`config.mk`:
```
export PLATFORM = sky130hd
export DESIGN_NAME = datapath_seq_ctrl
export DESIGN_NICKNAME = d
export VERILOG_FILES = /design/src/rtl/datapath_seq_ctrl.sv
export SDC_FILE = /design/constraint.sdc
export NUM_CORES = 1
export LEC_CHECK = 0
export ABC_CLOCK_PERIOD_IN_PS = 1900
export BUFFER_PORTS_ARGS = -buffer_cell sky130_fd_sc_hd__buf_2
export CAP_MARGIN = 10
export CORE_ASPECT_RATIO = 1.5
export CORE_UTILIZATION = 46
export CTS_CLUSTER_SIZE = 8
export DETAILED_ROUTE_END_ITERATION = 12
export PLACE_DENSITY = 0.8
export SYNTH_ARGS = -nofsm -noshare
export SYNTH_HDL_FRONTEND = slang
export SYNTH_SLANG_ARGS = --single-unit
```
`constraint.sdc`:
```
create_clock -name clk -period 1.9 [get_ports clk]
set_input_delay 0.285 -clock clk [delete_from_list [all_inputs] [get_ports clk]]
set_output_delay 0.285 -clock clk [all_outputs]
set_load 0.02 [all_outputs]
```
`src/rtl/datapath_seq_ctrl.sv`:
```
// Multi-cycle FETCH/EXEC/MEM/WB control sequencer for the 64-bit LEGv8 datapath.
// Optional build macro PERF_CNT_EN adds retired/stall performance counters.
module datapath_seq_ctrl #(
    parameter int MEM_TIMEOUT = 16
) (
    input  logic        clk,
    input  logic        reset,
    input  logic [31:0] instr,
    input  logic        instr_valid,
    output logic        instr_ack,
    input  logic [3:0]  flags,
    input  logic        alu_zero,
    input  logic        mem_ready,
    output logic        Reg2Loc,
    output logic        ALUSrc,
    output logic        MemToReg,
    output logic        RegWrite,
    output logic        MemWrite,
    output logic        MemRead,
    output logic        ChooseImm,
    output logic        xferByte,
    output logic        ChooseMovk,
    output logic [2:0]  ALUOp,
    output logic        flag_we,
    output logic        pc_en,
    output logic        br_taken,
    output logic        uncond_br,
    output logic        illegal,
    output logic        mem_err,
    output logic        busy
`ifdef PERF_CNT_EN
    ,
    output logic [31:0] retired_cnt,
    output logic [31:0] stall_cnt
`endif
);

    localparam logic [1:0] FETCH = 2'd0;
    localparam logic [1:0] EXEC  = 2'd1;
    localparam logic [1:0] MEM   = 2'd2;
    localparam logic [1:0] WB    = 2'd3;

    localparam logic [3:0] K_ILL  = 4'd0;
    localparam logic [3:0] K_ADDS = 4'd1;
    localparam logic [3:0] K_SUBS = 4'd2;
    localparam logic [3:0] K_AND  = 4'd3;
    localparam logic [3:0] K_EOR  = 4'd4;
    localparam logic [3:0] K_ADDI = 4'd5;
    localparam logic [3:0] K_MOVK = 4'd6;
    localparam logic [3:0] K_LD   = 4'd7;
    localparam logic [3:0] K_ST   = 4'd8;
    localparam logic [3:0] K_B    = 4'd9;
    localparam logic [3:0] K_CBZ  = 4'd10;
    localparam logic [3:0] K_BC   = 4'd11;

    localparam logic [2:0] ALU_PASS = 3'b000;
    localparam logic [2:0] ALU_ADD  = 3'b010;
    localparam logic [2:0] ALU_SUB  = 3'b011;
    localparam logic [2:0] ALU_AND  = 3'b100;
    localparam logic [2:0] ALU_XOR  = 3'b110;

    localparam logic [7:0] TMO_LAST = 8'(MEM_TIMEOUT - 1);

    typedef struct packed {
        logic       reg2loc, alusrc, memtoreg, regwrite, memwrite, memread;
        logic       chooseimm, xferbyte, choosemovk;
        logic [2:0] aluop;
        logic       flagwe, pcen, brtaken, uncondbr, illegal, busy, ack;
    } ctl_t;

    // Only the opcode field and the B.cond condition are ever decoded.
    logic [15:0] instr_q, instr_d;
    logic [1:0]  state_q, state_d;
    logic [7:0]  cnt_q, cnt_d;
    logic        mem_err_q, mem_err_d;
    logic [3:0]  kind;
    logic        is_byte, cond_ok;
    ctl_t        ctl, ctl_o;
    logic        unused_in;

    assign unused_in = ^{flags[0], instr[20:5]};

    wire [10:0] op11 = instr_q[15:5];

    always_comb begin
        kind    = K_ILL;
        is_byte = 1'b0;
        if (op11 == 11'b10101011000)               kind = K_ADDS;
        else if (op11 == 11'b11101011000)          kind = K_SUBS;
        else if (op11 == 11'b10001010000)          kind = K_AND;
        else if (op11 == 11'b11001010000)          kind = K_EOR;
        else if (op11 == 11'b11111000010)          kind = K_LD;
        else if (op11 == 11'b11111000000)          kind = K_ST;
        else if (op11 == 11'b00111000010) begin    kind = K_LD; is_byte = 1'b1; end
        else if (op11 == 11'b00111000000) begin    kind = K_ST; is_byte = 1'b1; end
        else if (op11[10:1] == 10'b1001000100)     kind = K_ADDI;
        else if (op11[10:2] == 9'b111100101)       kind = K_MOVK;
        else if (op11[10:3] == 8'b01010100)        kind = K_BC;
        else if (op11[10:3] == 8'b10110100)        kind = K_CBZ;
        else if (op11[10:5] == 6'b000101)          kind = K_B;
    end

    // Condition codes against {N,Z,V,C}; unlisted encodings are never taken.
    always_comb begin
        case (instr_q[4:0])
            5'h00:   cond_ok = flags[2];
            5'h01:   cond_ok = !flags[2];
            5'h0A:   cond_ok = (flags[3] == flags[1]);
            5'h0B:   cond_ok = (flags[3] != flags[1]);
            5'h0C:   cond_ok = !flags[2] && (flags[3] == flags[1]);
            5'h0D:   cond_ok = flags[2] || (flags[3] != flags[1]);
            default: cond_ok = 1'b0;
        endcase
    end

    always_comb begin
        ctl       = '0;
        state_d   = state_q;
        instr_d   = instr_q;
        cnt_d     = cnt_q;
        mem_err_d = mem_err_q;
        case (state_q)
            FETCH: begin
                ctl.ack = 1'b1;
                if (instr_valid) begin
                    instr_d = {instr[31:21], instr[4:0]};
                    state_d = EXEC;
                end
            end
            EXEC: begin
                ctl.busy = 1'b1;
                cnt_d    = '0;
                state_d  = FETCH;
                case (kind)
                    K_ADDS, K_SUBS, K_AND, K_EOR: begin
                        ctl.reg2loc  = 1'b1;
                        ctl.regwrite = 1'b1;
                        ctl.pcen     = 1'b1;
                        ctl.flagwe   = (kind == K_ADDS) || (kind == K_SUBS);
                        ctl.aluop    = (kind == K_ADDS) ? ALU_ADD :
                                       (kind == K_SUBS) ? ALU_SUB :
                                       (kind == K_AND)  ? ALU_AND : ALU_XOR;
                    end
                    K_ADDI: begin
                        ctl.chooseimm = 1'b1;
                        ctl.aluop     = ALU_ADD;
                        ctl.regwrite  = 1'b1;
                        ctl.pcen      = 1'b1;
                    end
                    K_MOVK: begin
                        ctl.choosemovk = 1'b1;
                        ctl.aluop      = ALU_PASS;
                        ctl.regwrite   = 1'b1;
                        ctl.pcen       = 1'b1;
                    end
                    K_LD, K_ST: begin
                        ctl.alusrc   = 1'b1;
                        ctl.aluop    = ALU_ADD;
                        ctl.memread  = (kind == K_LD);
                        ctl.xferbyte = is_byte;
                        state_d      = MEM;
                    end
                    K_B: begin
                        ctl.pcen     = 1'b1;
                        ctl.brtaken  = 1'b1;
                        ctl.uncondbr = 1'b1;
                    end
                    K_CBZ: begin
                        ctl.pcen    = 1'b1;
                        ctl.brtaken = alu_zero;
                    end
                    K_BC: begin
                        ctl.pcen    = 1'b1;
                        ctl.brtaken = cond_ok;
                    end
                    default: begin
                        ctl.illegal = 1'b1;
                        ctl.pcen    = 1'b1;
                    end
                endcase
            end
            MEM: begin
                ctl.busy     = 1'b1;
                ctl.alusrc   = 1'b1;
                ctl.aluop    = ALU_ADD;
                ctl.xferbyte = is_byte;
                ctl.memread  = (kind == K_LD);
                ctl.memwrite = (kind != K_LD);
                // A ready arriving on the final allowed cycle still wins over the timeout.
                if (mem_ready) begin
                    if (kind == K_LD) begin
                        state_d = WB;
                    end else begin
                        ctl.pcen = 1'b1;
                        state_d  = FETCH;
                    end
                end else if (cnt_q == TMO_LAST) begin
                    mem_err_d = 1'b1;
                    ctl.pcen  = 1'b1;
                    state_d   = FETCH;
                end else begin
                    cnt_d = cnt_q + 8'd1;
                end
            end
            default: begin
                ctl.busy     = 1'b1;
                ctl.memtoreg = 1'b1;
                ctl.regwrite = 1'b1;
                ctl.alusrc   = 1'b1;
                ctl.aluop    = ALU_ADD;
                ctl.xferbyte = is_byte;
                ctl.pcen     = 1'b1;
                state_d      = FETCH;
            end
        endcase
    end

    always_ff @(posedge clk) begin
        if (!reset) begin
            state_q   <= FETCH;
            instr_q   <= '0;
            cnt_q     <= '0;
            mem_err_q <= 1'b0;
        end else begin
            state_q   <= state_d;
            instr_q   <= instr_d;
            cnt_q     <= cnt_d;
            mem_err_q <= mem_err_d;
        end
    end

    // Outputs are forced quiet for as long as reset is held low.
    assign ctl_o   = reset ? ctl : '0;
    assign mem_err = reset & mem_err_q;
    assign {Reg2Loc, ALUSrc, MemToReg, RegWrite, MemWrite, MemRead, ChooseImm, xferByte,
            ChooseMovk, ALUOp, flag_we, pc_en, br_taken, uncond_br, illegal, busy,
            instr_ack} = ctl_o;

`ifdef PERF_CNT_EN
    logic [31:0] retired_q, stall_q;

    always_ff @(posedge clk) begin
        if (!reset) begin
            retired_q <= '0;
            stall_q   <= '0;
        end else begin
            if (ctl.pcen) retired_q <= retired_q + 32'd1;
            if ((state_q == MEM && !mem_ready) || (state_q == FETCH && !instr_valid))
                stall_q <= stall_q + 32'd1;
        end
    end

    assign retired_cnt = retired_q;
    assign stall_cnt   = stall_q;
`endif

endmodule

```
==> Flow_metrics.wiki <==
{| class="wikitable"
! Metric !! Value
|-
| Run status || complete, but fails checks
|-
| Violations in the final reports || setup timing
|-
| Overall die area || 4510 µm²
|-
| Last weighted congestion value of the routability-driven placer || 0.825
|-
| Total count of hold-check failures in the final report || 0
|-
| Finished layout cell area || 3040 µm²
|-
| Area growth syn-to-layout || 56.0%
|-
| Total half-perimeter wirelength after legalization and detailed placement || 3860 µm
|-
| Xor and xnor area share after synthesis || 2.24%
|-
| Nets || 387
|-
| Leakage power summed over all cells || 0.00123 µW
|-
| Minimum clock period || 2.50 ns
|-
| Cell repeated most along the worst path || buf_4
|-
| Post-synthesis instance total || 256
|-
| TritonCTS clock tree || done
|-
| Global-route wire length before repair || 8780 µm
|-
| Average size of a mapped cell || 7.62 µm²
|-
| WL final || 6530 µm
|-
| Power density normalized to cell area || 449 nW/µm²
|-
| CP cell instances || buf_4 > a32oi_2 > o2111ai_4 > buf_4 > a21boi_0 > o21ai_1 > a21oi_2 > buf_2
|-
| Post-CTS clock slew at the launch and capture registers of the worst setup and hold paths || 0.10 ns
|-
| Post-synthesis async set-or-reset flop share || 0%
|-
| GR Util met1 || 26.5%
|-
| Combinational family with the most area after synthesis || simple AND/OR/NAND/NOR gates
|-
| Top library cells by usage in the layout, fill and taps aside || nand2_1, buf_4, buf_2
|-
| Number of sinks on the clock net || 27
|-
| Cell at the root of the clock tree || clkbuf_8
|-
| Count of different cell masters after synthesis || 56
|-
| CTS H-Tree Depth || 1
|-
| Least setup slack across all paths after layout || -0.604 ns
|-
| Core area || 3990 µm²
|-
| Initial drt markers || 64
|-
| Wire per inst || 17.0 µm
|-
| Peak supply drop || 0.000505 V
|-
| Sequential-to-total area share from yosys stat || 27.7%
|-
| Max Slew Vio Count || 0
|-
| Antenna violations before repair || 0
|-
| Vias || 2,225
|-
| Number of max-cap violations || 0
|-
| Warnings from Yosys || 0
|-
| Most area-hungry cell type in the Yosys netlist || dfxtp_1
|-
| Global-route total usage across every layer || 26.4%
|-
| Standard cell with the maximum stage delay on the critical path || dfxtp_4
|-
| Slew at the pin closest to its max-slew limit || 0.419 ns
|-
| Total placed instance area || 2590 µm²
|-
| Number of buffer and inverter stages on the critical path || 3
|-
| Count of flip-flops with a built-in enable after synthesis || 0
|-
| Initial core utilization || 48.9%
|-
| Via count of the first global-routing pass || 2,052
|-
| Post-route insts no fill || 384
|-
| Top-level port count || 61
|-
| Hold/Removal Path Class || input pin to flip-flop
|-
| Sum of overflow across all layers after global routing || 0
|-
| Fraction of post-synthesis cell area in the top cell type by area || 27.7%
|-
| Setup repair after global routing missed its margin || yes
|-
| Detailed-router iteration count before antenna repair || 4
|-
| Endpoint type of the worst setup path || primary output
|-
| Maximum clock frequency || 399 MHz
|-
| Worst slack, placed || -0.242 ns
|-
| Fraction of the cycle the final worst path needs || 132%
|-
| Family with the most delay on the worst path || compound AO/OA/AOI/OAI gates
|-
| Maximum clock path buffer count || 2
|-
| Slew Limit Headroom || 72.0%
|-
| # placed instances || 374
|-
| Worst path required time || 1.62 ns
|-
| Synthesized cell area || 1950 µm²
|-
| Gr busiest metal || met2
|-
| GR Layer Usage met2 || 50.5%
|-
| Ranking of synthesized cells by area || dfxtp_1, nand2_1, a21boi_0
|-
| Data arrival time of the worst path || 2.22 ns
|-
| Delay of the slowest cell on the worst path || 0.41 ns
|-
| Fraction of layout instances using a drive strength above 1 || 48.1%
|-
| Total of buffers placed on input and output ports || 43
|-
| Final ANT Viol Nets || 0
|-
| Most common library cell in the layout ignoring fill and taps || nand2_1
|-
| Register-to-register path setup slack || 0.11 ns
|-
| Startpoint-to-endpoint class of the critical path || flip-flop to primary output
|-
| Most used DFF post-synth || dfxtp_1
|-
| Simple-gate share of the synthesized area || 38.7%
|-
| Critical-path maximum fanout || 10
|-
| Post-synthesis compound-gate area fraction || 22.6%
|-
| Largest net degree at the start of global routing || 26
|-
| Total Neg Setup Slack || -5.07 ns
|-
| Worst-skew pair later-pin latency || 0.29 ns
|-
| Post-synthesis sequential element count || 27
|-
| Tot Pwr || 1370 µW
|-
| Element type at the critical path start || flip-flop
|-
| Die Span X || 55.2 µm
|-
| DRC violation count after routing || 0
|-
| Met3 usage || 3.70%
|-
| Total nets after synthesis || 303
|-
| Vias per cell || 5.79
|-
| Post-synthesis share of cell area spent on full adders, half adders and majority gates || 3.85%
|-
| Number of core rows || 28
|-
| Number of CTS-inserted buffers || 3
|-
| Share of synthesized area spent on multiplexers || 0%
|-
| Worst-case clock skew || 0.00315 ns
|-
| Final setup viols || 15
|-
| Antenna diode count || 0
|-
| Die extent in y || 81.8 µm
|}
## state kept, by name, indices dropped and copies added (netlist names)
| register | cells |
|---|---|
| instr_q | 16 |
| cnt_q | 8 |
| state_q | 2 |
| mem_err_q | 1 |
## path summary, 6_finish.rpt
| kind | start | endpoint | cells past startpoint |
|---|---|---|---|
| max | instr_q[14]$_SDFFE_PN0P_ | br_taken | 8 |
| min | instr[23] | instr_q[7]$_SDFFE_PN0P_ | 3 |
| max reg2reg | cnt_q[5]$_SDFFE_PN0P_ | state_q[1]$_SDFFE_PN0P_ | 6 |
| min reg2reg | instr_q[4]$_SDFFE_PN0P_ | instr_q[4]$_SDFFE_PN0P_ | 2 |
## area by class of cell
cell class | instances | area, µm²
Multi-Input combinational cell | 210 | 1630
Fill cell | 272 | 950
Timing Repair Buffer | 92 | 717
Sequential cell | 27 | 573
Tap cell | 45 | 56.3
Clock buffer | 3 | 41.3
Inverter | 6 | 22.5
Clock inverter | 1 | 7.51
## stage by stage
step	util, %	hold slack [ns]
finish	76.2	0.223
global route	76.2	0.235
floorplan	-	0.422
global placement	64.9	0.458
detailed placement	64.9	0.468
CTS	70.0	0.228
## cell usage after synthesis (4+ instances only)
master	n
nor2_1	23
a21boi_0	19
clkbuf_1	6
inv_1	6
a31oi_1	4
nand2_1	51
nor2b_1	9
nand3_1	12
o21ai_0	9
nand4_1	4
buf_2	4
nor3b_1	4
and2_1	7
ha_1	6
dfxtp_1	27
a21oi_1	8
## power breakdown
part | leakage [µW] | switching, µW | internal (µW)
combinational | 0.000982 | 211 | 179
clock | 0.0000217 | 204 | 150
sequential | 0.000227 | 35.8 | 588
## what timing repair did
action                     CTS  global route
hold buffers                 0             0
buffers inserted             2             5
pin swaps                    4            21
resized for setup           45            53
setup endpoints to repair   16            20
## cells by family (layout without fill, tap and decap cells)
group,count (synthesis),in the layout
flip-flops,27,27
adder cells (fa/ha/maj),6,6
AO/OA/AOI/OAI,61,61
XOR/XNOR,5,5
AND/OR/NAND/NOR,138,138
buffers and inverters,19,102
## worst register-to-register path, cell delays in order, from the launching register on
cell	delay, ns
dfxtp_1	0.33
or4_4	0.57
o21ai_4	0.29
o21ai_2	0.15
nor4_2	0.22
a21oi_1	0.06
nor2b_1	0.11
## per-layer routing
metal	share of wire [%]	wire, µm	vias up
li1	-	-	1074
met1	38	2470	1066
met2	56	3640	68
met3	2.8	184	17
met4	3.6	232	0
met5	0	0	-
(Power assumes the default switching activity.)
